--- config.mk ---
export PLATFORM = sky130hd
export DESIGN_NAME = complete_arbiter_rr_flat
export DESIGN_NICKNAME = d
export VERILOG_FILES = /design/src/rtl/complete_arbiter_rr_pkg.sv /design/src/rtl/complete_arbiter_rr_if.sv /design/src/rtl/complete_arbiter_rr_picker.sv /design/src/rtl/complete_arbiter_rr.sv /design/src/flat_wrapper.sv
export SDC_FILE = /design/constraint.sdc
export NUM_CORES = 1
export LEC_CHECK = 0
export BUFFER_PORTS_ARGS = -buffer_cell sky130_fd_sc_hd__buf_2
export CORE_AREA = 2 2 339 341
export DETAILED_ROUTE_END_ITERATION = 10
export DIE_AREA = 0 0 341 343
export GPL_TIMING_DRIVEN = 0
export PLACE_DENSITY = 0.5
export SYNTH_ARGS = -nofsm -noshare
export SYNTH_HDL_FRONTEND = slang
export SYNTH_HIERARCHICAL = 1
export SYNTH_SLANG_ARGS = --single-unit
--- constraint.sdc ---
create_clock -name clock -period 12.3 [get_ports clock]
set_input_delay 1.23 -clock clock [delete_from_list [all_inputs] [get_ports clock]]
set_output_delay 1.23 -clock clock [all_outputs]
set_load 0.03 [all_outputs]
--- src/rtl/complete_arbiter_rr_pkg.sv ---
// Shared types for the round-robin completion arbiter: FU completion packet,
// registered CDB lane packet and the lane-building helper.
package complete_arbiter_rr_pkg;

   localparam int XLEN          = 32;
   localparam int PR_W          = 6;
   localparam int ROB_W         = 5;
   localparam int DEF_NUM_FU    = 8;
   localparam int DEF_CDB_WIDTH = 3;

   typedef struct packed {
      logic [PR_W-1:0]  dest_pr;
      logic [XLEN-1:0]  dest_value;
      logic [ROB_W-1:0] rob_entry;
      logic             if_take_branch;
      logic [XLEN-1:0]  target_pc;
   } fu_complete_packet_t;

   typedef struct packed {
      logic             valid;
      logic [PR_W-1:0]  t;
      logic [XLEN-1:0]  value;
      logic [ROB_W-1:0] rob_entry;
      logic             precise;
      logic [XLEN-1:0]  target_pc;
   } cdb_t_packet_t;

   // Redirect PC only survives for a taken branch so idle/non-branch lanes read 0.
   function automatic cdb_t_packet_t make_lane(input fu_complete_packet_t p);
      cdb_t_packet_t c;
      c.valid     = 1'b1;
      c.t         = p.dest_pr;
      c.value     = p.dest_value;
      c.rob_entry = p.rob_entry;
      c.precise   = p.if_take_branch;
      c.target_pc = p.if_take_branch ? p.target_pc : '0;
      return c;
   endfunction

endpackage

--- src/rtl/complete_arbiter_rr_if.sv ---
// FU-bank / CDB-ROB bundle for complete_arbiter_rr. The master modport is the
// FU bank side, the slave modport is the arbiter.
interface complete_arbiter_rr_if
   import complete_arbiter_rr_pkg::*;
#(
   parameter int NUM_FU    = DEF_NUM_FU,
   parameter int CDB_WIDTH = DEF_CDB_WIDTH
) ();

   logic                [NUM_FU-1:0]               fu_finish;
   fu_complete_packet_t [NUM_FU-1:0]               fu_c_in;
   logic                [NUM_FU-1:0]               fu_c_stall;
   logic                [CDB_WIDTH-1:0]            cdb_valid;
   logic                [CDB_WIDTH-1:0][PR_W-1:0]  cdb_t;
   logic                [CDB_WIDTH-1:0][XLEN-1:0]  wb_value;
   logic                [CDB_WIDTH-1:0]            complete_valid;
   logic                [CDB_WIDTH-1:0][ROB_W-1:0] complete_entry;
   logic                [CDB_WIDTH-1:0]            precise_state_valid;
   logic                [CDB_WIDTH-1:0][XLEN-1:0]  target_pc;

   modport master (
      output fu_finish, fu_c_in,
      input  fu_c_stall, cdb_valid, cdb_t, wb_value, complete_valid,
             complete_entry, precise_state_valid, target_pc
   );

   modport slave (
      input  fu_finish, fu_c_in,
      output fu_c_stall, cdb_valid, cdb_t, wb_value, complete_valid,
             complete_entry, precise_state_valid, target_pc
   );

endinterface

--- src/rtl/complete_arbiter_rr_picker.sv ---
// rr_multi_picker: scans req from ptr modulo NUM_FU and grants the first
// `limit` requesters, reporting the grant vector and per-lane FU index.
module rr_multi_picker #(
   parameter int NUM_FU    = 8,
   parameter int CDB_WIDTH = 3,
   parameter int FU_IDX_W  = $clog2(NUM_FU),
   parameter int CNT_W     = $clog2(CDB_WIDTH + 1)
) (
   input  logic [NUM_FU-1:0]                  req,
   input  logic [FU_IDX_W-1:0]                ptr,
   input  logic [CNT_W-1:0]                   limit,
   output logic [NUM_FU-1:0]                  grant,
   output logic [CDB_WIDTH-1:0]               lane_vld,
   output logic [CDB_WIDTH-1:0][FU_IDX_W-1:0] lane_idx,
   output logic [FU_IDX_W-1:0]                last_idx,
   output logic                               any
);

   always_comb begin
      logic [FU_IDX_W:0]   sum;
      logic [FU_IDX_W-1:0] idx;
      int                  cnt;
      sum      = '0;
      idx      = '0;
      cnt      = 0;
      grant    = '0;
      lane_vld = '0;
      lane_idx = '0;
      last_idx = ptr;
      any      = 1'b0;
      for (int k = 0; k < NUM_FU; k++) begin
         // ptr < NUM_FU and k < NUM_FU, so one conditional subtract is an exact modulo
         sum = {1'b0, ptr} + (FU_IDX_W+1)'(k);
         if (sum >= (FU_IDX_W+1)'(NUM_FU))
            sum = sum - (FU_IDX_W+1)'(NUM_FU);
         idx = sum[FU_IDX_W-1:0];
         if (req[idx] && (cnt < int'(limit))) begin
            grant[idx] = 1'b1;
            for (int l = 0; l < CDB_WIDTH; l++) begin
               if (l == cnt) begin
                  lane_vld[l] = 1'b1;
                  lane_idx[l] = idx;
               end
            end
            last_idx = idx;
            any      = 1'b1;
            cnt      = cnt + 1;
         end
      end
   end

endmodule

--- src/rtl/complete_arbiter_rr.sv ---
// Round-robin completion arbiter: NUM_FU completions onto CDB_WIDTH registered
// CDB/ROB lanes. Optional macro COMPLETE_BRANCH_FIRST_EN gives BR_MASK FUs priority.
module complete_arbiter_rr
   import complete_arbiter_rr_pkg::*;
#(
   parameter int NUM_FU    = DEF_NUM_FU,
   parameter int CDB_WIDTH = DEF_CDB_WIDTH,
   parameter int FU_IDX_W  = $clog2(NUM_FU)
`ifdef COMPLETE_BRANCH_FIRST_EN
   ,
   parameter logic [NUM_FU-1:0] BR_MASK = NUM_FU'(8'b1000_0000)
`endif
) (
   input logic                 clock,
   input logic                 reset,
   input logic                 squash,
   complete_arbiter_rr_if.slave bus
);

   localparam int CNT_W = $clog2(CDB_WIDTH + 1);

   logic [FU_IDX_W-1:0]                rr_ptr;
   logic [NUM_FU-1:0]                  rr_req_p0;
   logic [NUM_FU-1:0]                  rr_grant_p0;
   logic [CNT_W-1:0]                   rr_limit_p0;
   logic [CDB_WIDTH-1:0]               rr_vld_p0;
   logic [CDB_WIDTH-1:0][FU_IDX_W-1:0] rr_idx_p0;
   logic [FU_IDX_W-1:0]                rr_last_p0;
   logic                               rr_any_p0;
   logic [NUM_FU-1:0]                  grant_p0;
   logic [CDB_WIDTH-1:0]               vld_p0;
   logic [CDB_WIDTH-1:0][FU_IDX_W-1:0] idx_p0;
   cdb_t_packet_t [CDB_WIDTH-1:0]      lane_p1;

   function automatic logic [FU_IDX_W-1:0] wrap_inc(input logic [FU_IDX_W-1:0] v);
      return (int'(v) == NUM_FU - 1) ? '0 : v + FU_IDX_W'(1);
   endfunction

   rr_multi_picker #(
      .NUM_FU    (NUM_FU),
      .CDB_WIDTH (CDB_WIDTH),
      .FU_IDX_W  (FU_IDX_W),
      .CNT_W     (CNT_W)
   ) u_picker (
      .req      (rr_req_p0),
      .ptr      (rr_ptr),
      .limit    (rr_limit_p0),
      .grant    (rr_grant_p0),
      .lane_vld (rr_vld_p0),
      .lane_idx (rr_idx_p0),
      .last_idx (rr_last_p0),
      .any      (rr_any_p0)
   );

`ifdef COMPLETE_BRANCH_FIRST_EN
   logic [NUM_FU-1:0]                  br_grant_p0;
   logic [CDB_WIDTH-1:0]               br_vld_p0;
   logic [CDB_WIDTH-1:0][FU_IDX_W-1:0] br_idx_p0;
   logic [CNT_W-1:0]                   br_cnt_p0;

   // Branch FUs take the lowest lanes in index order; the pointer never sees them.
   always_comb begin
      int n;
      n           = 0;
      br_grant_p0 = '0;
      br_vld_p0   = '0;
      br_idx_p0   = '0;
      for (int j = 0; j < NUM_FU; j++) begin
         if (bus.fu_finish[j] && BR_MASK[j] && (n < CDB_WIDTH)) begin
            br_grant_p0[j] = 1'b1;
            for (int l = 0; l < CDB_WIDTH; l++) begin
               if (l == n) begin
                  br_vld_p0[l] = 1'b1;
                  br_idx_p0[l] = FU_IDX_W'(j);
               end
            end
            n = n + 1;
         end
      end
      br_cnt_p0 = CNT_W'(n);
   end

   assign rr_req_p0   = bus.fu_finish & ~BR_MASK;
   assign rr_limit_p0 = CNT_W'(CDB_WIDTH) - br_cnt_p0;

   always_comb begin
      grant_p0 = br_grant_p0 | rr_grant_p0;
      vld_p0   = br_vld_p0;
      idx_p0   = br_idx_p0;
      for (int l = 0; l < CDB_WIDTH; l++) begin
         for (int m = 0; m < CDB_WIDTH; m++) begin
            if ((m + int'(br_cnt_p0) == l) && rr_vld_p0[m]) begin
               vld_p0[l] = 1'b1;
               idx_p0[l] = rr_idx_p0[m];
            end
         end
      end
   end
`else
   assign rr_req_p0   = bus.fu_finish;
   assign rr_limit_p0 = CNT_W'(CDB_WIDTH);
   assign grant_p0    = rr_grant_p0;
   assign vld_p0      = rr_vld_p0;
   assign idx_p0      = rr_idx_p0;
`endif

   // Squashed FUs flush themselves, so they are never told to hold.
   assign bus.fu_c_stall = (reset || squash) ? '0 : (bus.fu_finish & ~grant_p0);

   // p0 -> p1: granted packets captured, pointer advanced past the last rr grant
   always_ff @(posedge clock) begin
      if (reset) begin
         rr_ptr  <= '0;
         lane_p1 <= '0;
      end else if (squash) begin
         lane_p1 <= '0;
      end else begin
         for (int l = 0; l < CDB_WIDTH; l++)
            lane_p1[l] <= vld_p0[l] ? make_lane(bus.fu_c_in[idx_p0[l]]) : '0;
         if (rr_any_p0)
            rr_ptr <= wrap_inc(rr_last_p0);
      end
   end

   always_comb begin
      for (int l = 0; l < CDB_WIDTH; l++) begin
         bus.cdb_valid[l]           = lane_p1[l].valid;
         bus.cdb_t[l]               = lane_p1[l].t;
         bus.wb_value[l]            = lane_p1[l].value;
         bus.complete_valid[l]      = lane_p1[l].valid;
         bus.complete_entry[l]      = lane_p1[l].rob_entry;
         bus.precise_state_valid[l] = lane_p1[l].precise;
         bus.target_pc[l]           = lane_p1[l].target_pc;
      end
   end

endmodule

--- src/flat_wrapper.sv ---
// flat-port wrapper written by rule: the top's interface ports become plain ports
module complete_arbiter_rr_flat import complete_arbiter_rr_pkg::*;
#(
   parameter int NUM_FU    = DEF_NUM_FU,
   parameter int CDB_WIDTH = DEF_CDB_WIDTH,
   parameter int FU_IDX_W  = $clog2(NUM_FU)

)
  (clock, reset, squash, bus_fu_finish, bus_fu_c_in, bus_fu_c_stall, bus_cdb_valid, bus_cdb_t, bus_wb_value, bus_complete_valid, bus_complete_entry, bus_precise_state_valid, bus_target_pc);
  complete_arbiter_rr_if #(.NUM_FU(NUM_FU), .CDB_WIDTH(CDB_WIDTH)) bus_i ();
  input logic clock;
  input logic reset;
  input logic squash;
  input wire logic [$bits(bus_i.fu_finish)-1:0] bus_fu_finish;
  input wire logic [$bits(bus_i.fu_c_in)-1:0] bus_fu_c_in;
  output wire logic [$bits(bus_i.fu_c_stall)-1:0] bus_fu_c_stall;
  output wire logic [$bits(bus_i.cdb_valid)-1:0] bus_cdb_valid;
  output wire logic [$bits(bus_i.cdb_t)-1:0] bus_cdb_t;
  output wire logic [$bits(bus_i.wb_value)-1:0] bus_wb_value;
  output wire logic [$bits(bus_i.complete_valid)-1:0] bus_complete_valid;
  output wire logic [$bits(bus_i.complete_entry)-1:0] bus_complete_entry;
  output wire logic [$bits(bus_i.precise_state_valid)-1:0] bus_precise_state_valid;
  output wire logic [$bits(bus_i.target_pc)-1:0] bus_target_pc;
  assign bus_i.fu_finish = bus_fu_finish;
  assign bus_i.fu_c_in = bus_fu_c_in;
  assign bus_fu_c_stall = bus_i.fu_c_stall;
  assign bus_cdb_valid = bus_i.cdb_valid;
  assign bus_cdb_t = bus_i.cdb_t;
  assign bus_wb_value = bus_i.wb_value;
  assign bus_complete_valid = bus_i.complete_valid;
  assign bus_complete_entry = bus_i.complete_entry;
  assign bus_precise_state_valid = bus_i.precise_state_valid;
  assign bus_target_pc = bus_i.target_pc;
  complete_arbiter_rr #(.NUM_FU(NUM_FU), .CDB_WIDTH(CDB_WIDTH), .FU_IDX_W(FU_IDX_W)) u_core (.clock(clock), .reset(reset), .squash(squash), .bus(bus_i));
endmodule
# Word-level counts from Yosys, hierarchy flattened
# Index checks and enable logic that the tools add are counted.
# word_totals
register_bits,234
in_bits,619
out_inout_bits,242
elab_cells,279
# op_classes
add_sub_neg,22
order_cmp,34
n_eq_ne,15
mux,142
bitwise_logic,16
n_reduce_logical,31
# op_table
cell,count
$bmux W76 S3,3
$mux W32,9
$mux W77,3
$mux W76,3
$eq A2 B32 Y1 const A,7
$eq A3 B32 Y1 const A,7
$logic_not A32 Y1,7
$lt A32 B3 Y1 const B,7
$add A32 B2 Y32 const B,6
$mux W3,46
$mux W8,9
$mux W9,7
$or A8 B8 Y8,7
$mux W1,46
$lt A3 B4 Y1 const B,11
$ge A4 B4 Y1 const B,7
$bmux W1 S3,8
$demux W1 S3,8
$ge A3 B1 Y1 const B,8
$sub A3 B1 Y3 const B,8
$add A3 B3 Y4 const B,4
$logic_and A1 B1 Y1,15
$reduce_or A4 Y1,3
$reduce_or A3 Y1,3
11 further kinds,18

# Depth between registers and ports, before layout
# depth
word_depth,30
ltp_mapped,51
depth_no_buf,45

# Hierarchy
# Netlist, hierarchy kept.
# modules_own_cells
module,n_inst,cells_each,area_per_inst_um2,seq_area_each_um2
complete_arbiter_rr,1,1444,19268.5,4684.5
rr_multi_picker,1,380,2869.0,0.0

# Worst setup path after synthesis
# Ideal clock, no wire load.
# synth_timing
path_type,reg2out
startpoint,reg u_core.rr_ptr[0]
endpoint,out bus_fu_c_stall[2]
arrival_ps,9534
t_required_ps,11070
path_slack_ps,1536
path_stages_with_launch,41
n_path_buf,4
path_cell_list,dfxtp_1 buf_6 buf_2 inv_1 clkbuf_1 ha_1 buf_2 mux4_2 mux2_2 o211ai_1 ha_1 nand2b_1 nor2_1 a2bb2oi_1 inv_1 ha_1 a21boi_0 nand2_1 [5 not listed] a221oi_1 o21ai_1 mux2i_1 ha_1 inv_1 o211a_1 mux2i_2 ha_1 inv_1 a21oi_1 a21oi_2 mux2i_1 inv_2 ha_1 a221oi_4 a211oi_1 o22ai_1 nor3b_1
# synth_between
elab_chain_cells,29
word_cells_on_any_way,132
classes_between,add/sub: 21; order compare: 31; mux: 56; bitwise: 9; reduce/logical: 15
# synth_lines
item,line,text
start: declaration,complete_arbiter_rr.sv:22,logic [FU_IDX_W-1:0] rr_ptr;
start signal: assignment,complete_arbiter_rr.sv:121,rr_ptr <= wrap_inc(rr_last_p0);
$ge A3 B4 Y1 or $sub A3 B1 Y3 (tied branches),"complete_arbiter_rr_picker.sv:34, complete_arbiter_rr_picker.sv:35",
$mux W3,complete_arbiter_rr_picker.sv:34,if (sum >= (FU_IDX_W+1)'(NUM_FU))
$bmux W1 S3,complete_arbiter_rr_picker.sv:37,if (req[idx] && (cnt < int'(limit))) begin
$mux W1 (implied by the code),complete_arbiter_rr_picker.sv:37,
$mux W1,complete_arbiter_rr_picker.sv:37,
$lt A32 B3 Y1,complete_arbiter_rr_picker.sv:37,
$logic_and A1 B1 Y1,complete_arbiter_rr_picker.sv:37,
$mux W32,complete_arbiter_rr_picker.sv:37,
[14 not listed],n/a,
$mux W32,complete_arbiter_rr_picker.sv:37,
$lt A32 B3 Y1,complete_arbiter_rr_picker.sv:37,
$logic_and A1 B1 Y1,complete_arbiter_rr_picker.sv:37,
$mux W8 (*),complete_arbiter_rr_picker.sv:37,
via u_core.grant_p0[2],complete_arbiter_rr.sv:30,logic [NUM_FU-1:0] grant_p0;
$not A8 Y8 (*),complete_arbiter_rr.sv:108,assign bus.fu_c_stall = (reset || squash) ? '0 : (bus.fu_finish & ~grant_p0);
$and A8 B8 Y8 (*),complete_arbiter_rr.sv:108,
$mux W8 (*),complete_arbiter_rr.sv:108,
end: declaration,flat_wrapper.sv:16,output wire logic [$bits(bus_i.fu_c_stall)-1:0] bus_fu_c_stall;
# Mark *: on every way through the listed nets, which the timed path passes. The rest lies on a longest branch. The select of a mux whose other input is x is not followed.

==> metrics.csv <==
stage,metric,value,unit
logic_synthesis,ys async rst share,0,%
floorplanning,core area,0.113,mm²
timing,f_max,85.5,MHz
floorplanning,die extent in x,341,µm
setup_path,Crit-path slowest cell,clkbuf_1,
setup_path,crit-path most repeated cell,ha_1,
global_route,met3 Use GR,7.27,%
clock_network,Clock Tree Buf Depth,3,
setup_path,Required @ worst endpoint,12.74,ns
setup_path,worst-path fanout max,10,
finish,share of cells above drive strength 1,56.3,%
route,vias,22643,
timing,worst slew pin tran,1.19,ns
logic_synthesis,Syn Std Cell Area,0.0221,mm²
route,WL final,147000,µm
finish,Final nets,3385,
setup_path,Crit. End Element,flop,
finish,Syn-to-layout area delta,35.1,%
timing,# setup viols final,0,
timing,RSZ-0062 raised after global routing,no,
finish,area occupied by multi-input gates,0.0164,mm²
placement,Post-Place Worst Slack,-2.09,ns
setup_path,R2R Path End,u_core/bus.target_pc[1],
setup_path,startpoint types,flop,
finish,register area,0.00468,mm²
logic_synthesis,Syn Area/Cell,12.1,µm²
timing,Fin. Hold Viols,0,
setup_path,Max stage delay on crit path,0.86,ns
finish,# fillers,12167,
timing,final worst path period share,95.1,%
global_route,gr ovfl total,0,
route,ANT nets after route,0,
logic_synthesis,YS warnings,6,
floorplanning,Die Footprint,0.117,mm²
floorplanning,# rows,124,
global_route,GRT busiest layer,met2,
logic_synthesis,synthesized instance count,1824,
route,initial DRC count,2102,
floorplanning,Die H,343,µm
clock_network,clock sinks,234,
logic_synthesis,synth unique cells,82,
hold_path,worst hold-check path type,reg -> reg,
clock_network,CTS tree,done,
global_route,Tot GR Track Use,24.1,%
flow_run,maxcap violations,0,
route,number of remaining DRC errors,0,
setup_path,crit path launch,u_core/rr_ptr[0],
route,wire per inst,34.1,µm
placement,DP HPWL,119000,µm
floorplanning,Starting Density,19.5,%
route,routed vias/inst,5.26,
route,drt pass-1 iters,8,
global_route,number of global-route vias before repair,22841,
logic_synthesis,Synth area leader,mux4_2,
logic_synthesis,Post-synth EDFFs,0,
timing,Slew HR,20.0,%
placement,Post-DP Area,0.0283,mm²
clock_network,"Reg clk slew, reported paths",0.06,ns
global_route,antenna violations before repair,62,
timing,Clock Skew,0.0302,ns
setup_path,kind of critical path,reg -> reg,
timing,worst setup slack after layout,0.598,ns
finish,Final Cell Area,0.0299,mm²
clock_network,CTS Root Cell,clkbuf_16,
clock_network,Num CTS Buffers,38,
logic_synthesis,"count leader, synth",mux4_2,
logic_synthesis,Synth Register Bits,234,
setup_path,r2r setup slk,0.60,ns
timing,TNS Setup,0,ns
logic_synthesis,sequential area share after synthesis,21.2,%
placement,Port Buffers,860,
clock_network,H-Tree Depth,2,
logic_synthesis,"top cells by count, synth","mux4_2, nand2_1, dfxtp_1",
logic_synthesis,ys flop type,dfxtp_1,
global_route,GR Util met2,39.5,%
global_route,first-pass GRT wire length,193000,µm
global_route,M1 GR Usage,28.8,%
timing,final worst path period need,11.70,ns
logic_synthesis,"top cells by area, synth","mux4_2, dfxtp_1, mux2i_1",
setup_path,Setup crit end,u_core/bus.target_pc[1],
floorplanning,Top-Level Pins,861,
status,status,"finished, final reports clean",
placement,routability congestion estimate,0.963,
setup_path,cell depth of the worst flop-to-flop path,43,
global_route,largest net degree at the start of global routing,15,
setup_path,CP arrival,12.14,ns
timing,max-slew violation count,0,
clock_network,worst-skew pair later-pin latency,0.61,ns
setup_path,reg2reg start,u_core/rr_ptr[0],
logic_synthesis,post-synth top area share,47.6,%
## cell families (layout without fill, tap and decap cells)
| kind of cell | Yosys count | after routing | share of synthesized area [%] |
|---|---|---|---|
| adders and majority gates | 33 | 33 | 1.87 |
| muxes | 639 | 639 | 55.5 |
| DFF | 234 | 234 | 21.2 |
| buffers and inverters | 216 | 1150 | 5.30 |
| other | 1 | 32 | 0.0169 |
| and+or+nand+nor | 459 | 459 | 8.49 |
| AOI/OAI and AO/OA | 234 | 234 | 7.34 |
| xor gates and xnor gates | 8 | 8 | 0.317 |
## stage by stage
step | util [%] | cells | hold slack [ns]
3_3_place_gp | 25.0 | 4198 | 0.546
5_1_grt | 26.3 | 4289 | 0.602
6_report | 26.4 | 4301 | 0.552
2_1_floorplan | - | 1826 | 0.508
4_1_cts | 26.2 | 4268 | 0.557
3_5_place_dp | 25.0 | 4198 | 0.547
## metal layers
| metal | part of all wire (%) | vias up | wire length, µm |
|---|---|---|---|
| li1 | - | 9257 | - |
| met5 | 0.24 | - | 345 |
| met2 | 47 | 1517 | 69200 |
| met1 | 37 | 11453 | 54300 |
| met4 | 5.4 | 54 | 7840 |
| met3 | 10 | 362 | 14800 |
## placed cells by master, fill, tap and decap left out, types with 5 or more instances in the layout
cell type  count
a211oi_1       5
a21o_1         7
a21oi_1       21
buf_1          6
buf_2        917
buf_4         26
buf_6         31
bufinv_16      6
clkbuf_1      74
clkbuf_16     39
clkinv_2       6
dfxtp_1      234
diode_2       29
ha_1          33
inv_1         22
mux2_2         9
mux2i_1      152
mux4_2       468
nand2_1      245
nand2b_1       7
nand3_1       11
nor2_1       157
nor3_1         6
nor3b_1        8
o21ai_0       25
o221ai_1       5
o22ai_1      103
o2bb2ai_1      5
xnor2_1        6
## cell type report
type                    instances  share of cell area [%]
well taps                    1512                    6.33
plain buffers                 187                    3.72
multi-input cells            1376                    54.7
repair buffers                868                    14.6
inverters                      28                   0.364
clock buffers                  46                    3.35
flip-flops and latches        234                    15.7
diodes                         29                   0.243
clock inverters                21                   0.992
## critical path: cells and delay by family (launching register included)
kind / cells / cell delay [ns]
AOI/OAI and AO/OA: 11 / 2.51
adders and majority gates: 7 / 2.00
buffers and inverters: 11 / 2.62
DFF: 1 / 0.49
muxes: 8 / 2.85
and+or+nand+nor: 6 / 1.02
## repair_timing
action	CTS	global route
pin swaps	2	2
setup buffers	4	4
cloned	0	0
hold buffers	0	0
endpoints found under the setup margin	240	234
resized for setup	26	9
## how the worst min path moves through the flow
stage / from / cells past startpoint / to
floorplan: u_core/rr_ptr[2] / 2 / u_core/rr_ptr[2]
global placement: u_core/rr_ptr[2] / 2 / u_core/rr_ptr[2]
detailed placement: u_core/rr_ptr[2] / 2 / u_core/rr_ptr[2]
CTS: u_core/rr_ptr[2] / 2 / u_core/rr_ptr[2]
global route: u_core/rr_ptr[2] / 2 / u_core/rr_ptr[2]
finish: u_core/rr_ptr[2] / 2 / u_core/rr_ptr[2]
## state kept, by name, summed over array words and instances (netlist names)
register and cells:
u_core/bus.cdb_t 18, u_core/bus.cdb_valid 3, u_core/bus.complete_entry 15, u_core/bus.precise_state_valid 3, u_core/bus.target_pc 96, u_core/bus.wb_value 96
u_core/rr_ptr 3
Power is not shown: default switching activity piles up to over one toggle a cycle in this logic, so the estimate is an artifact.
